--- src/rtl/mips_pkg.sv ---
// rtl/mips_pkg.sv - shared encodings for the MIPS multi-cycle controller
//   opcode / function / REGIMM-rt constants, state enum,
//   alu_control, pc_control, reg_data and md_op encodings, decode class struct
package mips_pkg;

  // primary opcodes
  localparam logic [5:0] OP_SPECIAL = 6'h00, OP_REGIMM = 6'h01, OP_J     = 6'h02, OP_JAL   = 6'h03;
  localparam logic [5:0] OP_BEQ     = 6'h04, OP_BNE    = 6'h05, OP_BLEZ  = 6'h06, OP_BGTZ  = 6'h07;
  localparam logic [5:0] OP_ADDI    = 6'h08, OP_ADDIU  = 6'h09, OP_SLTI  = 6'h0a, OP_SLTIU = 6'h0b;
  localparam logic [5:0] OP_ANDI    = 6'h0c, OP_ORI    = 6'h0d, OP_XORI  = 6'h0e, OP_LUI   = 6'h0f;
  localparam logic [5:0] OP_LB      = 6'h20, OP_LH     = 6'h21, OP_LW    = 6'h23, OP_LBU   = 6'h24;
  localparam logic [5:0] OP_LHU     = 6'h25, OP_SB     = 6'h28, OP_SH    = 6'h29, OP_SW    = 6'h2b;

  // SPECIAL function codes
  localparam logic [5:0] FN_SLL  = 6'h00, FN_SRL  = 6'h02, FN_SRA   = 6'h03, FN_SLLV = 6'h04;
  localparam logic [5:0] FN_SRLV = 6'h06, FN_SRAV = 6'h07, FN_JR    = 6'h08, FN_JALR = 6'h09;
  localparam logic [5:0] FN_MFHI = 6'h10, FN_MFLO = 6'h12, FN_MULT  = 6'h18, FN_MULTU = 6'h19;
  localparam logic [5:0] FN_DIV  = 6'h1a, FN_DIVU = 6'h1b, FN_ADD   = 6'h20, FN_ADDU = 6'h21;
  localparam logic [5:0] FN_SUB  = 6'h22, FN_SUBU = 6'h23, FN_AND   = 6'h24, FN_OR   = 6'h25;
  localparam logic [5:0] FN_XOR  = 6'h26, FN_NOR  = 6'h27, FN_SLT   = 6'h2a, FN_SLTU = 6'h2b;

  // REGIMM rt field
  localparam logic [4:0] RT_BLTZ = 5'h00, RT_BGEZ = 5'h01, RT_BLTZAL = 5'h10, RT_BGEZAL = 5'h11;

  typedef enum logic [2:0] {
    ST_FETCH = 3'd0, ST_EXEC1 = 3'd1, ST_EXEC2 = 3'd2, ST_MD_WAIT = 3'd3, ST_HALT = 3'd4
  } state_t;

  typedef enum logic [4:0] {
    ALU_ADD, ALU_ADDU, ALU_SUB, ALU_SUBU, ALU_AND, ALU_OR, ALU_XOR, ALU_NOR,
    ALU_SLT, ALU_SLTU, ALU_SLL, ALU_SRL, ALU_SRA, ALU_SLLV, ALU_SRLV, ALU_SRAV,
    ALU_LUI, ALU_EQ, ALU_NE, ALU_LEZ, ALU_GTZ, ALU_LTZ, ALU_GEZ, ALU_MFHI, ALU_MFLO
  } alu_op_t;

  localparam logic [1:0] PC_PLUS4 = 2'b00, PC_BRANCH = 2'b01, PC_JUMP = 2'b10, PC_JREG = 2'b11;
  // RD_LINK with reg_src = 0 tells the datapath to write r31
  localparam logic [1:0] RD_MEM = 2'b00, RD_LINK = 2'b01, RD_ALU = 2'b10, RD_HILO = 2'b11;
  localparam logic [1:0] MD_MULT = 2'b00, MD_MULTU = 2'b01, MD_DIV = 2'b10, MD_DIVU = 2'b11;

  typedef struct packed {
    logic load;
    logic store;
    logic st_byte;
    logic st_half;
    logic muldiv;
    logic link;
    logic link_rd;   // JALR: link goes to rd rather than r31
    logic branch;
    logic cmp_rt;    // BEQ/BNE compare against rt, not zero
    logic jump;
    logic jreg;
    logic alu_reg;
    logic alu_imm;
    logic mfhilo;
  } instr_class_t;

endpackage

--- src/rtl/mips_instr_class.sv ---
// rtl/mips_instr_class.sv - combinational opcode/function classification
//   in  instruction[31:0]  instruction register contents
//   out cls                instruction class flags
//   out alu_op             ALU operation for this instruction
module mips_instr_class
  import mips_pkg::*;
(
  input  logic [31:0]  instruction,
  output instr_class_t cls,
  output alu_op_t      alu_op
);

  logic [5:0] op;
  logic [5:0] fn;
  logic [4:0] rt;
  logic       unused_bits;

  assign op          = instruction[31:26];
  assign rt          = instruction[20:16];
  assign fn          = instruction[5:0];
  assign unused_bits = ^{instruction[25:21], instruction[15:6]};

  always_comb begin
    cls    = '0;
    alu_op = ALU_ADDU;
    case (op)
      OP_SPECIAL: begin
        case (fn)
          FN_SLL:  begin cls.alu_reg = 1'b1; alu_op = ALU_SLL;  end
          FN_SRL:  begin cls.alu_reg = 1'b1; alu_op = ALU_SRL;  end
          FN_SRA:  begin cls.alu_reg = 1'b1; alu_op = ALU_SRA;  end
          FN_SLLV: begin cls.alu_reg = 1'b1; alu_op = ALU_SLLV; end
          FN_SRLV: begin cls.alu_reg = 1'b1; alu_op = ALU_SRLV; end
          FN_SRAV: begin cls.alu_reg = 1'b1; alu_op = ALU_SRAV; end
          FN_ADD:  begin cls.alu_reg = 1'b1; alu_op = ALU_ADD;  end
          FN_ADDU: begin cls.alu_reg = 1'b1; alu_op = ALU_ADDU; end
          FN_SUB:  begin cls.alu_reg = 1'b1; alu_op = ALU_SUB;  end
          FN_SUBU: begin cls.alu_reg = 1'b1; alu_op = ALU_SUBU; end
          FN_AND:  begin cls.alu_reg = 1'b1; alu_op = ALU_AND;  end
          FN_OR:   begin cls.alu_reg = 1'b1; alu_op = ALU_OR;   end
          FN_XOR:  begin cls.alu_reg = 1'b1; alu_op = ALU_XOR;  end
          FN_NOR:  begin cls.alu_reg = 1'b1; alu_op = ALU_NOR;  end
          FN_SLT:  begin cls.alu_reg = 1'b1; alu_op = ALU_SLT;  end
          FN_SLTU: begin cls.alu_reg = 1'b1; alu_op = ALU_SLTU; end
          FN_JR:   cls.jreg = 1'b1;
          FN_JALR: begin cls.jreg = 1'b1; cls.link = 1'b1; cls.link_rd = 1'b1; end
          FN_MFHI: begin cls.mfhilo = 1'b1; alu_op = ALU_MFHI; end
          FN_MFLO: begin cls.mfhilo = 1'b1; alu_op = ALU_MFLO; end
          FN_MULT, FN_MULTU, FN_DIV, FN_DIVU: cls.muldiv = 1'b1;
          default: ;
        endcase
      end
      OP_REGIMM: begin
        case (rt)
          RT_BLTZ:   begin cls.branch = 1'b1; alu_op = ALU_LTZ; end
          RT_BGEZ:   begin cls.branch = 1'b1; alu_op = ALU_GEZ; end
          RT_BLTZAL: begin cls.branch = 1'b1; cls.link = 1'b1; alu_op = ALU_LTZ; end
          RT_BGEZAL: begin cls.branch = 1'b1; cls.link = 1'b1; alu_op = ALU_GEZ; end
          default: ;
        endcase
      end
      OP_J:     cls.jump = 1'b1;
      OP_JAL:   begin cls.jump = 1'b1; cls.link = 1'b1; end
      OP_BEQ:   begin cls.branch = 1'b1; cls.cmp_rt = 1'b1; alu_op = ALU_EQ; end
      OP_BNE:   begin cls.branch = 1'b1; cls.cmp_rt = 1'b1; alu_op = ALU_NE; end
      OP_BLEZ:  begin cls.branch = 1'b1; alu_op = ALU_LEZ; end
      OP_BGTZ:  begin cls.branch = 1'b1; alu_op = ALU_GTZ; end
      OP_ADDI:  begin cls.alu_imm = 1'b1; alu_op = ALU_ADD;  end
      OP_ADDIU: begin cls.alu_imm = 1'b1; alu_op = ALU_ADDU; end
      OP_SLTI:  begin cls.alu_imm = 1'b1; alu_op = ALU_SLT;  end
      OP_SLTIU: begin cls.alu_imm = 1'b1; alu_op = ALU_SLTU; end
      OP_ANDI:  begin cls.alu_imm = 1'b1; alu_op = ALU_AND;  end
      OP_ORI:   begin cls.alu_imm = 1'b1; alu_op = ALU_OR;   end
      OP_XORI:  begin cls.alu_imm = 1'b1; alu_op = ALU_XOR;  end
      OP_LUI:   begin cls.alu_imm = 1'b1; alu_op = ALU_LUI;  end
      OP_LB, OP_LH, OP_LW, OP_LBU, OP_LHU: cls.load = 1'b1;
      OP_SB:    begin cls.store = 1'b1; cls.st_byte = 1'b1; end
      OP_SH:    begin cls.store = 1'b1; cls.st_half = 1'b1; end
      OP_SW:    cls.store = 1'b1;
      default: ;
    endcase
  end

endmodule

--- src/rtl/mips_control_unit.sv ---
// rtl/mips_control_unit.sv - multi-cycle MIPS sequencer and decoder
//   in  clk, reset_n (async active-low), instruction, pc, addr_lo, branch,
//       waitrequest (bus stall), md_done (mul/div result ready)
//   out active, state, ir_en, mem_read, mem_write, mem_src, byte_en,
//       reg_write, reg_data, reg_src, alu_src, alu_control, pc_control,
//       pc_en, md_start, md_op
module mips_control_unit
  import mips_pkg::*;
#(
  parameter logic [31:0] HALT_ADDR  = 32'h0000_0000,
  parameter bit          MULDIV_EN  = 1'b1,
  parameter int unsigned MD_TIMEOUT = 64
) (
  input  logic        clk,
  input  logic        reset_n,
  input  logic [31:0] instruction,
  input  logic [31:0] pc,
  input  logic [1:0]  addr_lo,
  input  logic        branch,
  input  logic        waitrequest,
  input  logic        md_done,
  output logic        active,
  output logic [2:0]  state,
  output logic        ir_en,
  output logic        mem_read,
  output logic        mem_write,
  output logic        mem_src,
  output logic [3:0]  byte_en,
  output logic        reg_write,
  output logic [1:0]  reg_data,
  output logic        reg_src,
  output logic        alu_src,
  output logic [4:0]  alu_control,
  output logic [1:0]  pc_control,
  output logic        pc_en,
  output logic        md_start,
  output logic [1:0]  md_op
);

  // the counter is 7 bits, so a larger timeout is clipped to its ceiling
  localparam logic [7:0] MD_LIMIT = (MD_TIMEOUT > 127) ? 8'd127 : 8'(MD_TIMEOUT);

  state_t       state_q, state_d;
  logic [6:0]   md_cnt_q, md_cnt_d;
  instr_class_t cls;
  alu_op_t      alu_op;

  mips_instr_class u_class (
    .instruction (instruction),
    .cls         (cls),
    .alu_op      (alu_op)
  );

  always_ff @(posedge clk or negedge reset_n) begin
    if (!reset_n) begin
      state_q  <= ST_FETCH;
      md_cnt_q <= '0;
    end else begin
      state_q  <= state_d;
      md_cnt_q <= md_cnt_d;
    end
  end

  assign state  = state_q;
  assign active = (state_q != ST_HALT);

  always_comb begin
    state_d     = state_q;
    md_cnt_d    = md_cnt_q;
    ir_en       = 1'b0;
    mem_read    = 1'b0;
    mem_write   = 1'b0;
    mem_src     = 1'b0;
    byte_en     = 4'b0000;
    reg_write   = 1'b0;
    reg_data    = RD_ALU;
    reg_src     = 1'b0;
    alu_src     = 1'b0;
    alu_control = alu_op;
    pc_control  = PC_PLUS4;
    pc_en       = 1'b0;
    md_start    = 1'b0;
    md_op       = instruction[1:0];

    case (state_q)
      ST_FETCH: begin
        if (pc == HALT_ADDR) begin
          state_d = ST_HALT;
        end else begin
          mem_read = 1'b1;
          mem_src  = 1'b1;
          byte_en  = 4'b1111;
          if (!waitrequest) begin
            ir_en   = 1'b1;
            state_d = ST_EXEC1;
          end
        end
      end

      ST_EXEC1: begin
        alu_src = cls.alu_reg | cls.cmp_rt;
        reg_src = cls.alu_reg | cls.mfhilo | cls.link_rd;
        if (cls.load) begin
          mem_read = 1'b1;
          byte_en  = 4'b1111;
          if (!waitrequest) state_d = ST_EXEC2;
        end else if (cls.store) begin
          mem_write = 1'b1;
          if (cls.st_byte)      byte_en = 4'b0001 << addr_lo;
          else if (cls.st_half) byte_en = addr_lo[1] ? 4'b1100 : 4'b0011;
          else                  byte_en = 4'b1111;
          if (!waitrequest) begin
            pc_en   = 1'b1;
            state_d = ST_FETCH;
          end
        end else if (cls.muldiv && MULDIV_EN) begin
          md_start = 1'b1;
          md_cnt_d = '0;
          state_d  = ST_MD_WAIT;
        end else begin
          // everything else, including undefined opcodes, retires here
          pc_en   = 1'b1;
          state_d = ST_FETCH;
          if (cls.branch)    pc_control = branch ? PC_BRANCH : PC_PLUS4;
          else if (cls.jump) pc_control = PC_JUMP;
          else if (cls.jreg) pc_control = PC_JREG;
          if (cls.link) begin
            reg_write = 1'b1;
            reg_data  = RD_LINK;
          end else if (cls.mfhilo) begin
            reg_write = 1'b1;
            reg_data  = RD_HILO;
          end else if (cls.alu_reg || cls.alu_imm) begin
            reg_write = 1'b1;
          end
        end
      end

      ST_EXEC2: begin
        reg_write = 1'b1;
        reg_data  = RD_MEM;
        pc_en     = 1'b1;
        state_d   = ST_FETCH;
      end

      ST_MD_WAIT: begin
        if (md_done) begin
          pc_en   = 1'b1;
          state_d = ST_FETCH;
        end else if ((MD_LIMIT != 8'd0) && (({1'b0, md_cnt_q} + 8'd1) >= MD_LIMIT)) begin
          state_d = ST_HALT;
        end else if (md_cnt_q != 7'h7f) begin
          md_cnt_d = md_cnt_q + 7'd1;
        end
      end

      ST_HALT: ;

      default: state_d = ST_FETCH;
    endcase

    // state is FETCH during reset, so strobes must be masked explicitly
    if (!reset_n) begin
      ir_en     = 1'b0;
      mem_read  = 1'b0;
      mem_write = 1'b0;
      reg_write = 1'b0;
      pc_en     = 1'b0;
      md_start  = 1'b0;
    end
  end

endmodule
--- config.mk ---
export PLATFORM = sky130hd
export DESIGN_NAME = mips_control_unit
export DESIGN_NICKNAME = d
export VERILOG_FILES = /design/src/rtl/mips_pkg.sv /design/src/rtl/mips_instr_class.sv /design/src/rtl/mips_control_unit.sv
export SDC_FILE = /design/constraint.sdc
export NUM_CORES = 1
export LEC_CHECK = 0
export ABC_AREA = 1
export CORE_ASPECT_RATIO = 0.8
export CORE_MARGIN = 10
export CORE_UTILIZATION = 36
export CTS_CLUSTER_DIAMETER = 40
export CTS_CLUSTER_SIZE = 8
export DETAILED_ROUTE_END_ITERATION = 16
export PLACE_DENSITY = 0.84
export SETUP_SLACK_MARGIN = 0.15
export SYNTH_ARGS = -nofsm -noshare
export SYNTH_HDL_FRONTEND = slang
export SYNTH_SLANG_ARGS = --single-unit
--- constraint.sdc ---
create_clock -name clk -period 2.3 [get_ports clk]
set_input_delay 0.69 -clock clk [delete_from_list [all_inputs] [get_ports clk]]
set_output_delay 0.69 -clock clk [all_outputs]
set_load 0.03 [all_outputs]
==> results of run 1 <==
## layout by cell type (no fill, tap or decap), types with 4 or more instances in the layout
| cell | netlist | layout |
|---|---|---|
| dlygate4sd2_1 | 0 | 7 |
| inv_2 | 6 | 13 |
| nand2_1 | 94 | 73 |
| nor2_4 | 3 | 32 |
| dfrtp_1 | 10 | 7 |
| nor2_1 | 86 | 43 |
| nor2_2 | 3 | 17 |
| buf_6 | 0 | 80 |
| nand3_2 | 3 | 11 |
| clkdlybuf4s50_1 | 0 | 7 |
| o21ai_4 | 0 | 4 |
| a21oi_4 | 1 | 6 |
| nand2_4 | 2 | 8 |
| nand2_2 | 4 | 19 |
| o21ai_1 | 7 | 4 |
| a21oi_2 | 1 | 8 |
| buf_2 | 1 | 17 |
| inv_1 | 46 | 31 |
| nand4_1 | 9 | 9 |
| buf_4 | 3 | 83 |
| nor3_4 | 2 | 4 |
| nand3_1 | 26 | 15 |
| o21ai_0 | 9 | 6 |
| a21oi_1 | 16 | 4 |
## timing repair
action | 4_1_cts | 5_1_grt
setup endpoints to repair | 36 | 22
pin swaps | 80 | 30
resized for setup | 337 | 70
setup buffers | 34 | 11
## worst reg2reg max path, delay by kind of cell (launching register included)
kind,cells,cell delay [ns]
compound gates,1,0.34
flops,1,0.45
simple gates,3,0.57
buf+inv,4,0.66
## kinds of logic after synthesis
logic type	count (synthesis)
flip-flops	10
XOR/XNOR	1
AND/OR/NAND/NOR	245
adder cells (fa/ha/maj)	1
AO/OA/AOI/OAI	42
buffers and inverters	56
## flip-flops by register name (all words and copies together), names as in the netlist
| register | flops |
|---|---|
| md_cnt_q | 7 |
| state | 3 |
## metal layers
| layer | track usage, % | vias to the layer above |
|---|---|---|
| met3 | 6.29 | 148 |
| li1 | - | 1538 |
| met4 | 14.0 | 0 |
| met5 | 0 | - |
| met1 | 28.2 | 1716 |
| met2 | 42.7 | 383 |
## worst max-delay path by stage
stage	slack (ns)	to	from	depth (start not counted)
finish	-0.61	pc_control[0]	instruction[29]	9
global route	-0.57	pc_control[0]	instruction[29]	9
CTS	-0.39	reg_src	instruction[1]	14
detailed placement	-0.99	alu_control[3]	instruction[5]	9
global placement	-0.95	alu_control[3]	instruction[4]	9
floorplan	-0.17	reg_write	instruction[27]	10
## per-stage QoR
| step | setup slack, ns | instance area [µm²] |
|---|---|---|
| after floorplan | -0.170 | 2130 |
| after global placement | -0.946 | 3500 |
| after detailed placement | -0.988 | 3500 |
| after CTS | -0.386 | 4130 |
| after global routing | -0.572 | 4460 |
| final | -0.611 | 4460 |
## power by group through the flow
stage,combinational [W],sequential (W),clock [W]
after global placement,0.000317,0.000179,0
final,0.000461,0.000176,0.000204
after CTS,0.000379,0.000176,0.000200
after global routing,0.000477,0.000176,0.000210
after floorplan,0.000121,0.000179,0
after detailed placement,0.000323,0.000179,0
## area by class of cell
type	instances	area [µm²]
multi-input combinational	289	2020
timing repair buffer	200	1830
fill	220	515
sequential	10	254
inverter	52	234
tap	62	77.6
clock buffer	4	45.0
==> run_results.csv, run 1 <==
group,metric,value,unit
routing,vias_per_cell,6.13,
worst_setup_path,path_cells,"buf_6 -> buf_6 -> nor2_4 -> nand4_1 -> buf_4 -> nor3_4 -> a21oi_2 -> nor3_2 -> buf_4",
outcome,violations,"setup timing",
worst_setup_path,reg2reg_to,"state[2]",
synthesis,synth-xor-area-share,0.477,%
routing,drt_iter0_markers,514,
synthesis,synth-simple-area-share,60.0,%
timing,worst_pin_slew,0.448,ns
synthesis,synth_seq_cells,10,
routing,highest-signal-layer,"met4",
routing,drc,0,
cts,cts_made_buffers,3,
die,num_io_pins,99,
worst_setup_path,start_kind,"input pin",
routing,wl,14.3,mm
power_and_ir_drop,switching_share,38.4,%
die,core_area,4980,µm²
timing,fin_ws,-0.611,ns
synthesis,synth_edf_count,0,
worst_setup_path,r2r_slack,0.21,ns
synthesis,synthArstFlopShare,100,%
worst_setup_path,max_stage_delay,0.22,ns
place,io_buffers,83,
timing,maxSlewHeadroom,69.8,%
worst_setup_path,path_buf_inv,4,
synthesis,synth.distinct_cells,30,
synthesis,yosysWarnings,0,
worst_setup_path,end_kind,"primary output",
global_route,grt.total_usage,25.3,%
layout,layout.nets,628,
timing,setup_viol,28,
worst_setup_path,ff2ff_path_depth,8,
layout,post-route-util,89.6,%
timing,holdWs,0.553,ns
synthesis,postSynthCellCount,355,
power_and_ir_drop,p_leak,2.09,nW
place,dp_hpwl,6.63,mm
cts,clock-sinks,10,
synthesis,syn-cell-area,1830,µm²
cts,cts_tree,"built",
worst_setup_path,r2r-start,"state[2]",
synthesis,post_synth.cell_area_avg,5.17,µm²
place,gp_congestion,0.880,
power_and_ir_drop,finalPower,0.000840,W
global_route,grt_first_pass_wirelength,17.6,mm
synthesis,yosys-top-cells-area,"nand2_1, nor2_1, dfrtp_1",
synthesis,synthTopCellsByCount,"nand2_1, nor2_1, inv_1, nand3_1, a21oi_1",
routing,wl_per_cell,23.1,µm
routing,ant_nets,0,
power_and_ir_drop,sequentialPowerShare,21.0,%
timing,rsz0062_at_grt,"yes",
synthesis,syn_nets,427,
synthesis,yosysSeqAreaShare,13.6,%
synthesis,synth_ff_type,"dfrtp_1",
die,die_area,8370,µm²
run,maxCapViolCount,0,
routing,firstDrtPassIters,8,
min_path,whs_endpoint,"md_cnt_q[1]",
worst_setup_path,path_class,"input pin to primary output",
synthesis,synth_compound_area_share,13.1,%
synthesis,synth.most_common_cell,"nand2_1",
timing,fin_crit_sh,127,%
synthesis,synth_fa_ha_area_share,0.682,%
die,die_h,83.8,µm
synthesis,synth_top_family_by_area,"simple AND/OR/NAND/NOR gates",
min_path,hold_class,"flip-flop to flip-flop",
worst_setup_path,critPathRequiredTime,1.61,ns
power_and_ir_drop,ir_worst_vdd,0.236,mV
timing,tns,-8.55,ns
layout,diodes,0,
cts,cts_root_buf,"clkbuf_8",
routing,dr_total_vias,3785,
timing,hold_viol,0,
global_route,overflow,0,
timing,fmax,0.344,GHz
global_route,grt_pass1_vias,3523,
place,placed_cells,568,
min_path,hold_depth,2,
min_path,hp-start,"md_cnt_q[1]",
die,initial_utilization,36.8,%
worst_setup_path,slowest_stage,"nor3_4",
outcome,status,"complete, but fails checks",
worst_setup_path,path_max_fanout,4,
power_and_ir_drop,power_frac_clock,24.2,%
layout,areaGrowthSynthToFinish,143,%
timing,clock_skew,0.0187,ns
synthesis,synth_mux_area_share,0,%
synthesis,synth_top_cell_by_area,"nand2_1",
cts,htree_levels,1,
layout,instances_no_fill,617,
routing,wl_met3,1.87,mm
routing,wl_met1,4.71,mm
cts,cts_hold_buf,0,
cts,clk-insertion-delay-late,0.25,ns
timing,drv_slew,0,
layout,drive_above_1_share,61.1,%
power_and_ir_drop,p_comb_share,54.8,%
die,die_w,99.8,µm
power_and_ir_drop,intPower,0.000518,W
timing,period_minus_slack,2.91,ns
power_and_ir_drop,p_switching,0.000323,W
global_route,grt_max_degree,11,
cts,cts_buffer_depth,2,
global_route,antenna_found_initial,0,
synthesis,synth_top_area_share,19.2,%
worst_setup_path,worstPathArrival,2.22,ns
worst_setup_path,crit_family,"simple AND/OR/NAND/NOR gates",
routing,wl_met2,6.38,mm
die,rows,23,
power_and_ir_drop,power_density,188,nW/µm²
cts,clk_pin_slew,0.04,ns
No activity file was read; power rests on OpenSTA's default activity.
==> inputs of run 2 (changes only) <==
CORE_ASPECT_RATIO = 1.5   (was 0.8)
==> run 2 against run 1 <==
The flow still finishes with violations (setup timing). Via count shrank 3.4%. Fmax rose by 5.4%. Die area up 0.49%. Critical path type unchanged.
==> run_results.csv, run 2 (same netlist as run 1, synthesis figures left out) <==
group,metric,value,unit
outcome,status,"complete, but fails checks",
outcome,violations,"setup timing",
power_and_ir_drop,p_leak,2.12,nW
die,initial_utilization,37.5,%
die,die_area,8410,µm²
cts,clk_pin_slew,0.05,ns
layout,layout.cells.most_common,"buf_4",
worst_setup_path,startpoint,"instruction[1]",
routing,drt_iter0_markers,300,
power_and_ir_drop,ir_worst_vdd,0.157,mV
layout,largest_reg_flops,7,
place,io_buffers,83,
cts,cts_buffer_depth,2,
layout,areaGrowthSynthToFinish,146,%
timing,maxSlewHeadroom,78.1,%
routing,dr_total_vias,3657,
timing,setup_viol,22,
die,rows,31,
routing,wl_per_cell,21.7,µm
cts,clock-sinks,10,
place,gp_congestion,0.945,
routing,drc,0,
worst_setup_path,reg2reg_to,"md_cnt_q[3]",
layout,diodes,0,
power_and_ir_drop,power_frac_clock,25.7,%
routing,ant_nets,0,
die,core_area,4890,µm²
cts,cts_tree,"built",
worst_setup_path,r2r-start,"md_cnt_q[1]",
worst_setup_path,crit_end,"reg_write",
power_and_ir_drop,switching_share,36.2,%
layout,instances_no_fill,612,
global_route,grt.total_usage,24.0,%
cts,cts_root_buf,"clkbuf_8",
die,die_w,78.3,µm
cts,clk-insertion-delay-late,0.24,ns
layout,layout_common_cells,"buf_4, buf_6, nand2_1",
min_path,hold_class,"flip-flop to flip-flop",
routing,vias_per_cell,5.98,
worst_setup_path,slowest_stage,"a21oi_4",
cts,htree_levels,1,
layout,drive_above_1_share,62.8,%
global_route,grt_pass1_vias,3609,
power_and_ir_drop,p_comb_share,54.1,%
timing,fin_ws,-0.462,ns
worst_setup_path,end_kind,"primary output",
worst_setup_path,worstPathArrival,2.07,ns
timing,fmax,0.362,GHz
timing,tns,-6.98,ns
power_and_ir_drop,sequentialPowerShare,20.2,%
timing,worst_pin_slew,0.329,ns
worst_setup_path,critPathRequiredTime,1.61,ns
global_route,overflow,0,
global_route,antenna_found_initial,0,
global_route,grt_first_pass_wirelength,16.9,mm
place,placed_cells,573,
layout,layout.nets,619,
timing,hold_viol,0,
place,dp_hpwl,6.74,mm
timing,drv_slew,0,
global_route,grt_max_degree,11,
min_path,hold_depth,2,
die,num_io_pins,99,
timing,rsz0062_at_grt,"yes",
worst_setup_path,r2r_slack,0.36,ns
worst_setup_path,start_kind,"input pin",
timing,fin_crit_sh,120,%
worst_setup_path,path_cells,"buf_6 -> buf_8 -> nand2_2 -> inv_2 -> nand3_2 -> o21ai_1 -> inv_1 -> nand3_2 -> nand2_4 -> nand2_2 -> nand2_4 -> a21oi_4 -> buf_6",
worst_setup_path,max_stage_delay,0.18,ns
power_and_ir_drop,intPower,0.000557,W
run,maxCapViolCount,0,
layout,top_register,"md_cnt_q",
cts,cts_made_buffers,3,
routing,wl,13.3,mm
worst_setup_path,path_max_fanout,6,
worst_setup_path,ff2ff_path_depth,10,
worst_setup_path,path_class,"input pin to primary output",
die,die_h,107,µm
routing,firstDrtPassIters,5,
power_and_ir_drop,power_density,193,nW/µm²
timing,clock_skew,0.00374,ns
timing,period_minus_slack,2.76,ns
power_and_ir_drop,p_switching,0.000316,W
run 2: timing repair:
action / in CTS / in global routing
pin swaps: 74 / 56
hold buffers: 0 / 0
resized for setup: 345 / 90
buffers inserted: 26 / 9
endpoints found under the setup margin: 35 / 25
run 2: worst min-delay path by stage:
stage,to,start
final,md_cnt_q[6],md_cnt_q[6]
after global placement,md_cnt_q[1],md_cnt_q[1]
after CTS,md_cnt_q[1],md_cnt_q[1]
after detailed placement,md_cnt_q[1],md_cnt_q[1]
after floorplan,md_cnt_q[0],reset_n
after global routing,md_cnt_q[6],md_cnt_q[6]
run 2: power groups by stage:
stage | combinational [W] | clock, W | sequential (W)
6_report | 0.000473 | 0.000224 | 0.000176
2_1_floorplan | 0.000121 | 0 | 0.000179
4_1_cts | 0.000374 | 0.000219 | 0.000176
3_3_place_gp | 0.000319 | 0 | 0.000179
5_1_grt | 0.000492 | 0.000231 | 0.000176
3_5_place_dp | 0.000324 | 0 | 0.000179
run 2: final cells by class:
cell class | instances | area, µm²
repair buffers | 191 | 1810
inverters | 52 | 226
flip-flops and latches | 10 | 254
clock buffers | 4 | 55.1
well taps | 66 | 82.6
multi-input cells | 289 | 2090
fillers | 173 | 368
run 2: worst max-delay path, delay by kind of cell:
family / cells / cell delay (ns)
compound gates: 2 / 0.33
buf+inv: 5 / 0.54
simple gates: 6 / 0.50
run 2: metrics by stage:
stage	instance area [µm²]	util, %	total power [W]	setup slack [ns]	hold slack [ns]
floorplan	2130	-	0.000300	-0.170	0.394
CTS	4120	84.2	0.000770	-0.372	0.525
global route	4520	92.5	0.000899	-0.512	0.554
finish	4520	92.5	0.000873	-0.462	0.536
detailed placement	3490	71.4	0.000503	-0.985	0.493
global placement	3490	71.4	0.000499	-0.967	0.486
run 2: routing by layer:
metal / share of wire (%) / wire (µm) / track usage, % / up-vias
li1: - / - / - / 1526
met1: 33 / 4440 / 23.2 / 1710
met2: 50 / 6620 / 45.5 / 321
met3: 8.8 / 1170 / 4.68 / 100
met4: 8.0 / 1070 / 13.8 / 0
met5: 0 / 0 / 0 / -
